File: config.mk
export PLATFORM = sky130hd
export DESIGN_NAME = uart_rx_deframer
export DESIGN_NICKNAME = d
export VERILOG_FILES = /design/src/rtl/uart_pkg.sv /design/src/rtl/uart_baud_tick.sv /design/src/rtl/uart_rx_deframer.sv
export SDC_FILE = /design/constraint.sdc
export NUM_CORES = 1
export LEC_CHECK = 0
export BUFFER_PORTS_ARGS = -buffer_cell sky130_fd_sc_hd__buf_2
export CAP_MARGIN = 20
export CELL_PAD_IN_SITES_DETAIL_PLACEMENT = 1
export CELL_PAD_IN_SITES_GLOBAL_PLACEMENT = 1
export CORE_MARGIN = 2
export CORE_UTILIZATION = 42
export CTS_CLUSTER_SIZE = 40
export DETAILED_ROUTE_END_ITERATION = 10
export GPL_ROUTABILITY_DRIVEN = 0
export GPL_TIMING_DRIVEN = 1
export PLACE_DENSITY_LB_ADDON = 0.1
export SYNTH_ARGS = -nofsm -noshare
export SYNTH_HDL_FRONTEND = slang
export SYNTH_SLANG_ARGS = --single-unit
File: constraint.sdc
create_clock -name clock -period 3.85 [get_ports clock]
set_input_delay 0.1925 -clock clock [delete_from_list [all_inputs] [get_ports clock]]
set_output_delay 0.1925 -clock clock [all_outputs]
set_load 0.05 [all_outputs]
File: src/rtl/uart_pkg.sv
// rtl/uart_pkg.sv - shared UART constants, RX state encoding and baud divisor helper
package uart_pkg;

    localparam int DEF_CLK_FREQ   = 25000000;
    localparam int DEF_BAUD_RATE  = 115200;
    localparam int DEF_OVERSAMPLE = 16;

    typedef enum logic [2:0] {
        ST_IDLE      = 3'd0,
        ST_START     = 3'd1,
        ST_DATA      = 3'd2,
        ST_STOP      = 3'd3,
        ST_WAIT_IDLE = 3'd4
    } rx_state_t;

    // Rounded clk/(baud*os), floored at 2 so the divider always has a real count
    function automatic int tick_div(input int clk_freq, input int baud, input int os);
        int d;
        d = (clk_freq + (baud * os) / 2) / (baud * os);
        return (d < 2) ? 2 : d;
    endfunction

endpackage

File: src/rtl/uart_baud_tick.sv
// rtl/uart_baud_tick.sv - free-running divider producing a one-clock oversample tick
module uart_baud_tick #(
    parameter int DIV = 14
) (
    input  logic clk,
    input  logic rst_n,
    output logic tick
);

    localparam int W = $clog2(DIV);

    logic [W-1:0] cnt;

    assign tick = (cnt == W'(DIV - 1));

    always_ff @(posedge clk or negedge rst_n) begin
        if (!rst_n) begin
            cnt <= '0;
        end else if (tick) begin
            cnt <= '0;
        end else begin
            cnt <= cnt + 1'b1;
        end
    end

endmodule

File: src/rtl/uart_rx_deframer.sv
// rtl/uart_rx_deframer.sv - 8N1 UART receive deframer with oversampled mid-bit sampling
module uart_rx_deframer
    import uart_pkg::*;
#(
    parameter int CLK_FREQ   = DEF_CLK_FREQ,
    parameter int BAUD_RATE  = DEF_BAUD_RATE,
    parameter int OVERSAMPLE = DEF_OVERSAMPLE,
    parameter int NB_DATA    = 8
) (
    input  logic               clock,
    input  logic               i_reset,
    input  logic               i_rxd,
    output logic [NB_DATA-1:0] o_data,
    output logic               o_valid,
    input  logic               i_ready,
    output logic               o_frame_err,
    output logic               o_overrun,
    output logic               o_busy
);

    localparam int TICK_DIV = tick_div(CLK_FREQ, BAUD_RATE, OVERSAMPLE);
    localparam int SCNT_W   = $clog2(OVERSAMPLE);
    localparam int BIDX_W   = $clog2(NB_DATA);

    localparam logic [SCNT_W-1:0] SCNT_MID  = SCNT_W'(OVERSAMPLE / 2 - 1);
    localparam logic [SCNT_W-1:0] SCNT_LAST = SCNT_W'(OVERSAMPLE - 1);
    localparam logic [BIDX_W-1:0] BIT_LAST  = BIDX_W'(NB_DATA - 1);

    rx_state_t           state, state_next;
    logic                rx_meta, rxs;
    logic                tick;
    logic [SCNT_W-1:0]   scnt;
    logic [BIDX_W-1:0]   bit_idx;
    logic [NB_DATA-1:0]  shreg;
    logic                scnt_clr, shift_en, commit, fe_set;

    uart_baud_tick #(
        .DIV (TICK_DIV)
    ) u_tick (
        .clk   (clock),
        .rst_n (i_reset),
        .tick  (tick)
    );

    always_ff @(posedge clock or negedge i_reset) begin
        if (!i_reset) begin
            rx_meta <= 1'b1;
            rxs     <= 1'b1;
        end else begin
            rx_meta <= i_rxd;
            rxs     <= rx_meta;
        end
    end

    always_ff @(posedge clock or negedge i_reset) begin
        if (!i_reset) begin
            state <= ST_IDLE;
        end else begin
            state <= state_next;
        end
    end

    always_comb begin
        state_next = state;
        scnt_clr   = 1'b0;
        shift_en   = 1'b0;
        commit     = 1'b0;
        fe_set     = 1'b0;
        case (state)
            ST_IDLE: begin
                if (!rxs) begin
                    scnt_clr   = 1'b1;
                    state_next = ST_START;
                end
            end
            ST_START: begin
                // Re-check the line at mid start bit; a high here was a glitch
                if (tick && scnt == SCNT_MID) begin
                    if (!rxs) begin
                        scnt_clr   = 1'b1;
                        state_next = ST_DATA;
                    end else begin
                        state_next = ST_IDLE;
                    end
                end
            end
            ST_DATA: begin
                if (tick && scnt == SCNT_LAST) begin
                    shift_en = 1'b1;
                    if (bit_idx == BIT_LAST) begin
                        state_next = ST_STOP;
                    end
                end
            end
            ST_STOP: begin
                if (tick && scnt == SCNT_LAST) begin
                    commit     = rxs;
                    fe_set     = !rxs;
                    state_next = rxs ? ST_IDLE : ST_WAIT_IDLE;
                end
            end
            ST_WAIT_IDLE: begin
                if (rxs) begin
                    state_next = ST_IDLE;
                end
            end
            default: state_next = ST_IDLE;
        endcase
    end

    always_ff @(posedge clock or negedge i_reset) begin
        if (!i_reset) begin
            scnt    <= '0;
            bit_idx <= '0;
            shreg   <= '0;
        end else begin
            if (scnt_clr) begin
                scnt    <= '0;
                bit_idx <= '0;
            end else begin
                if (tick) begin
                    scnt <= scnt + 1'b1;
                end
                if (shift_en) begin
                    bit_idx <= bit_idx + 1'b1;
                end
            end
            if (shift_en) begin
                shreg <= {rxs, shreg[NB_DATA-1:1]};
            end
        end
    end

    // Holding register: a commit only lands if the slot is empty or being accepted now
    always_ff @(posedge clock or negedge i_reset) begin
        if (!i_reset) begin
            o_data      <= '0;
            o_valid     <= 1'b0;
            o_frame_err <= 1'b0;
            o_overrun   <= 1'b0;
        end else begin
            if (commit) begin
                if (!o_valid || i_ready) begin
                    o_data  <= shreg;
                    o_valid <= 1'b1;
                end
            end else if (o_valid && i_ready) begin
                o_valid <= 1'b0;
            end
            o_frame_err <= fe_set;
            o_overrun   <= commit && o_valid && !i_ready;
        end
    end

    assign o_busy = (state != ST_IDLE);

endmodule

---- Word-level counts from Yosys, hierarchy flattened ----
Cells that the tools add are included.
cells by class
  $add $sub $neg .......................... 3
  equality and inequality tests ........... 15
  multiplexer cells ....................... 26
  reduce and logical (&&, ||, !) cells .... 17
operators by type and width
  operator                                                                 count
  3-bit two-way mux                                                        9
  3-bit case mux with 5 select lines                                       1
  4-bit two-way mux                                                        3
  2-bit inequality test, second input constant                             6
  1-bit two-way mux                                                        11
  4-bit by 1-bit adder with 4-bit output, second input constant            2
  4-bit == test, second input constant                                     2
  3-bit by 2-bit == test with 1-bit output, second input constant          2
  3-bit == test, second input constant                                     2
  6-bit AND reduction                                                      1
  2-bit nonzero test                                                       3
  1-bit logical AND                                                        5
  4-bit by 3-bit == test with 1-bit output, second input constant          1
  2-bit AND reduction                                                      2
  3-bit by 1-bit adder with 3-bit output, second input constant            1
  3-bit by 1-bit == test with 1-bit output, second input constant          1
  1-bit zero test                                                          3
  3-bit zero test                                                          1
  3-bit nonzero test                                                       1
  2-bit two-way mux                                                        1
  2-bit by 1-bit inequality test with 1-bit output, second input constant  1
  1-bit case mux with 2 select lines                                       1
  1-bit logical OR                                                         1
storage, ports and cells
  flip-flop bits (word level) ............. 35
  output and inout port bits .............. 12
  word-level logic and storage cells ...... 72

---- Longest topological paths before layout ----
  depth in word-level cells ............... 6
  mapped depth ............................ 5
  mapped depth without buffers ............ 5

---- Modules after synthesis ----
A second synthesis with hierarchy kept.
unflattened totals
  cell total of the unflattened synthesis .. 118
  area, all modules ....................... 1,544.0 sq um
by module, submodules not included
  module            times used  cells each  area each (sq um)
  uart_rx_deframer  1           104         1,371.3
  uart_baud_tick    1           14          172.7

---- Worst setup path after synthesis ----
Ideal clock, no wire load.
  path type ............................... register to register
  start point ............................. register state[2]
  end point ............................... register shreg[0]
  setup time .............................. 125 ps
  arrival ................................. 1,714 ps
  required time ........................... 3,725 ps
  setup slack ............................. 2,011 ps
  stages on the path, launching flop included .. 6
  period minus slack after synthesis ...... 1,839 ps
  cells stage by stage .................... dfrtp_1 > buf_6 > or3b_4 > or4_4 > buf_6 > mux2_4
between the ends
  cells in the longest elaborated chain, start to end .. 2
RTL lines
  item                                      line                     text
  start: declaration                        uart_rx_deframer.sv:29   rx_state_t state, state_next;
  start signal: assignment                  uart_rx_deframer.sv:59   state <= state_next;
  3-bit by 2-bit == test with 1-bit output  uart_rx_deframer.sv:69   case (state)
  1-bit two-way mux                         uart_rx_deframer.sv:69
  end signal: assignment                    uart_rx_deframer.sv:129  shreg <= {rxs, shreg[NB_DATA-1:1]};
  end: declaration                          uart_rx_deframer.sv:34   logic [NB_DATA-1:0] shreg;
Every way passes these cells.
A chain may end at the register's enable or synchronous reset.

---- Final worst setup path ----
  start point ............................. register u_tick.cnt[1]
  end point ............................... register shreg[3]
between the ends
  cells in the longest elaborated chain, start to end .. 4
RTL lines
  item                      line                    text
  start: declaration        uart_baud_tick.sv:12    logic [W-1:0] cnt;
  start signal: assignment  uart_baud_tick.sv:22    cnt <= cnt + 1'b1;
  4-bit == test             uart_baud_tick.sv:14    assign tick = (cnt == W'(DIV - 1));
  1-bit logical AND         uart_rx_deframer.sv:88  if (tick && scnt == SCNT_LAST) begin
  1-bit two-way mux         uart_rx_deframer.sv:88
  1-bit two-way mux         uart_rx_deframer.sv:69
Every way passes these cells.

==> results.toml <==
[cts]
path_clk_slew_ps = 70
cts_setup_buffers = 0
cts_tree = "yes"
post_cts_resized = 0
root_buffer = "clkbuf_8"
cts_hold_buffers = 0
cts.sinks = 35
htree_levels = 2
numCtsBuffers = 5
clkLatencyLatePin_ps = 280
clk_path_buf_depth = 2

[power_and_ir_drop]
net-switching-power_uw = 137
power_frac_clock_pct = 39.9
pwr-share-comb_pct = 1.7
swShare_pct = 21.6
p_leak_uw = 0.000891
power_uw = 635
p_int_uw = 498
pwr-share-seq_pct = 58.3
peakVddDrop_mv = 0.195
power_density_nw_per_um2 = 356

[drt]
totalWireLength_mm = 3.12
avgViaCountPerCell = 5.54
drc = 0
wl_met1_mm = 1.47
initialDrtViolationCount = 53
dr.pass1.iters = 4
via_count = 1069
wire_per_inst_um = 16.2
route.met2.wl_mm = 1.53
dr_wl_met3_um = 93
ant_nets = 0
highest-signal-layer = "met4"

[synthesis]
synth.distinct_cells = 40
yosys.area_share.simple_pct = 13.3
synthAdderAreaFrac_pct = 2.36
syn_inst = 127
ys_warn_count = 0
yosys.area.top_type = "dfrtp_1"
synth_xor_area_share_pct = 1.10
synthMuxAreaShare_pct = 13.8
syn-num-nets = 134
synth.ff_latch_count = 35
ys_top_cells_by_area = "dfrtp_1, mux2_4, mux2_2"
syn_area_um2 = 1590
ys_seq_area_share_pct = 55.1
yosysTopAreaCellShare_pct = 51.8
synth-compound-area-share_pct = 10.4
avgSynthCellArea_um2 = 12.5
synth_top_family_by_area = "multiplexers"

[worst_setup_path]
crit_type = "flip-flop to flip-flop"
cp_cell_sequence = "nand4b_1 > or4_4 > mux2_4"
cp-end-kind = "flip-flop"
cpPeakStageDelay_ps = 770
cpMaxStageDelayCell = "or4_4"
crit_fanout = 12
start_kind = "flip-flop"
cp.required_ps = 4020
cp_data_arrival_time_ps = 2300

[flow_run]
maxCapViolations = 0

[layout]
final_cell_mix = "dfrtp_1, buf_2, mux2_4, mux2_2, nand2_1"
synthToLayoutAreaGrowth_pct = 12.0
fin_area_um2 = 1780
drive_above_1_share_pct = 32.4
num_antenna_cells = 0
nets = 151
final_common_cell = "dfrtp_1"
fillCellCount = 409

[timing]
rsz0062_at_grt = "no"
worst_slack_ps = 1720
hold_ws_ps = -11.2
fin_crit_ps = 2130
timing.final.crit_share_pct = 55.3
relSlewSlack_pct = 44.9
drv_slew = 0
tightest_slew_ps = 820
fmax_mhz = 470
finalSetupViolCount = 0
finalClockSkew_ps = 6.16
setup_tns_ps = 0
hold_viol = 24

[floorplanning]
rows = 22
io_pins = 16
fp.dieH_um = 65.6
dieArea_um2 = 4300
core_area_um2 = 3660
die_w_um = 65.6
start_util_pct = 43.5

[placement]
dp_slack_ps = 1440
hpwl_mm = 2.09
io_buffers = 15
place_area_um2 = 1680

[global_routing]
antenna_found_initial = 0
grt_first_pass_wirelength_mm = 5.35
grt_pass1_vias = 1101
grt_max_degree = 36
gr-total-overflow = 0
grt_util_all_layers_pct = 16.7

[status]
failed_checks = "negative hold slack"
status = "complete, but fails checks"

[worst_hold_path]
hold_path_class = "input port to asynchronous set/reset pin"
per-stage QoR:
stage	instances	utilization [%]
detailed placement	183	46.0
CTS	191	48.3
finish	193	48.7
floorplan	127	-
global placement	183	46.0
global route	193	48.7
flip-flops by register name (all words and copies together), names as in the netlist:
name / flops
o_data: 8
shreg: 8
scnt: 4
u_tick.cnt: 4
bit_idx: 3
state: 3
o_frame_err: 1
o_overrun: 1
o_valid: 1
rx_meta: 1
rxs: 1
Yosys cell counts, drive strengths merged:
cell type,number
nor3,1
a211oi,1
or3,2
a41oi,1
a21oi,3
nand2,6
o31ai,5
buf,4
a22oi,5
and4b,2
a22o,1
ha,3
nand2b,1
a31oi,2
nor2,3
and2b,1
o21ai,4
clkbuf,3
a311oi,1
mux2i,1
o41ai,1
nor3b,1
nand4,5
dfrtp,33
nor2b,1
or4,2
and3,1
nand4b,1
nor4,1
dfstp,2
xnor2,2
mux2,16
or3b,1
inv,5
nand3,5
path summary, 6_finish.rpt:
path | startpoint | end | slack (ps) | cells after the start
setup / recovery | u_tick.cnt[1]$_DFF_PN0_ | shreg[3]$_DFFE_PN0P_ | 1720 | 3
hold / removal | i_reset | o_valid$_DFFE_PN0P_ | -10 | 1
setup reg to reg | u_tick.cnt[1]$_DFF_PN0_ | shreg[3]$_DFFE_PN0P_ | 1720 | 3
hold reg to reg | rx_meta$_DFF_PN1_ | rxs$_DFF_PN1_ | 360 | 0
max in group asynchronous | i_reset | scnt[0]$_DFFE_PN0P_ | 3360 | 1
min in group clock | i_ready | o_overrun$_DFF_PN0_ | 220 | 3
layout make-up:
cell class | instances | area, µm² | area share [%]
Multi-Input combinational cell | 80 | 652 | 36.5
Sequential cell | 35 | 878 | 49.2
Inverter | 5 | 18.8 | 1.05
Clock buffer | 6 | 72.6 | 4.07
Tap cell | 48 | 60.1 | 3.37
Timing Repair Buffer | 17 | 90.1 | 5.05
Clock inverter | 2 | 12.5 | 0.701
metal layers:
layer / vias up / GRT usage, %
met2: 16 / 26.5
li1: 506 / -
met1: 543 / 22.2
met5: - / 0
met4: 0 / 5.47
met3: 4 / 4.62
worst max-delay path, delay by kind of cell, from the launching register on:
kind          cells  cell delay (ps)
simple gates      2             1260
flops             1              420
mux               1              340
power groups by stage:
stage          registers (µW)  clock network [µW]  logic, µW
3_3_place_gp              378                   0       10.2
3_5_place_dp              378                   0       10.8
6_report                  371                 254       11.0
5_1_grt                   371                 282       12.7
4_1_cts                   371                 265       10.8
2_1_floorplan             377                   0       1.35
kinds of logic after synthesis:
kind of cell | Yosys count
flops | 35
simple gates | 34
compound gates | 24
mux | 17
buf+inv | 12
fa+ha+maj | 3
xor+xnor | 2
(Power assumes the default switching activity.)
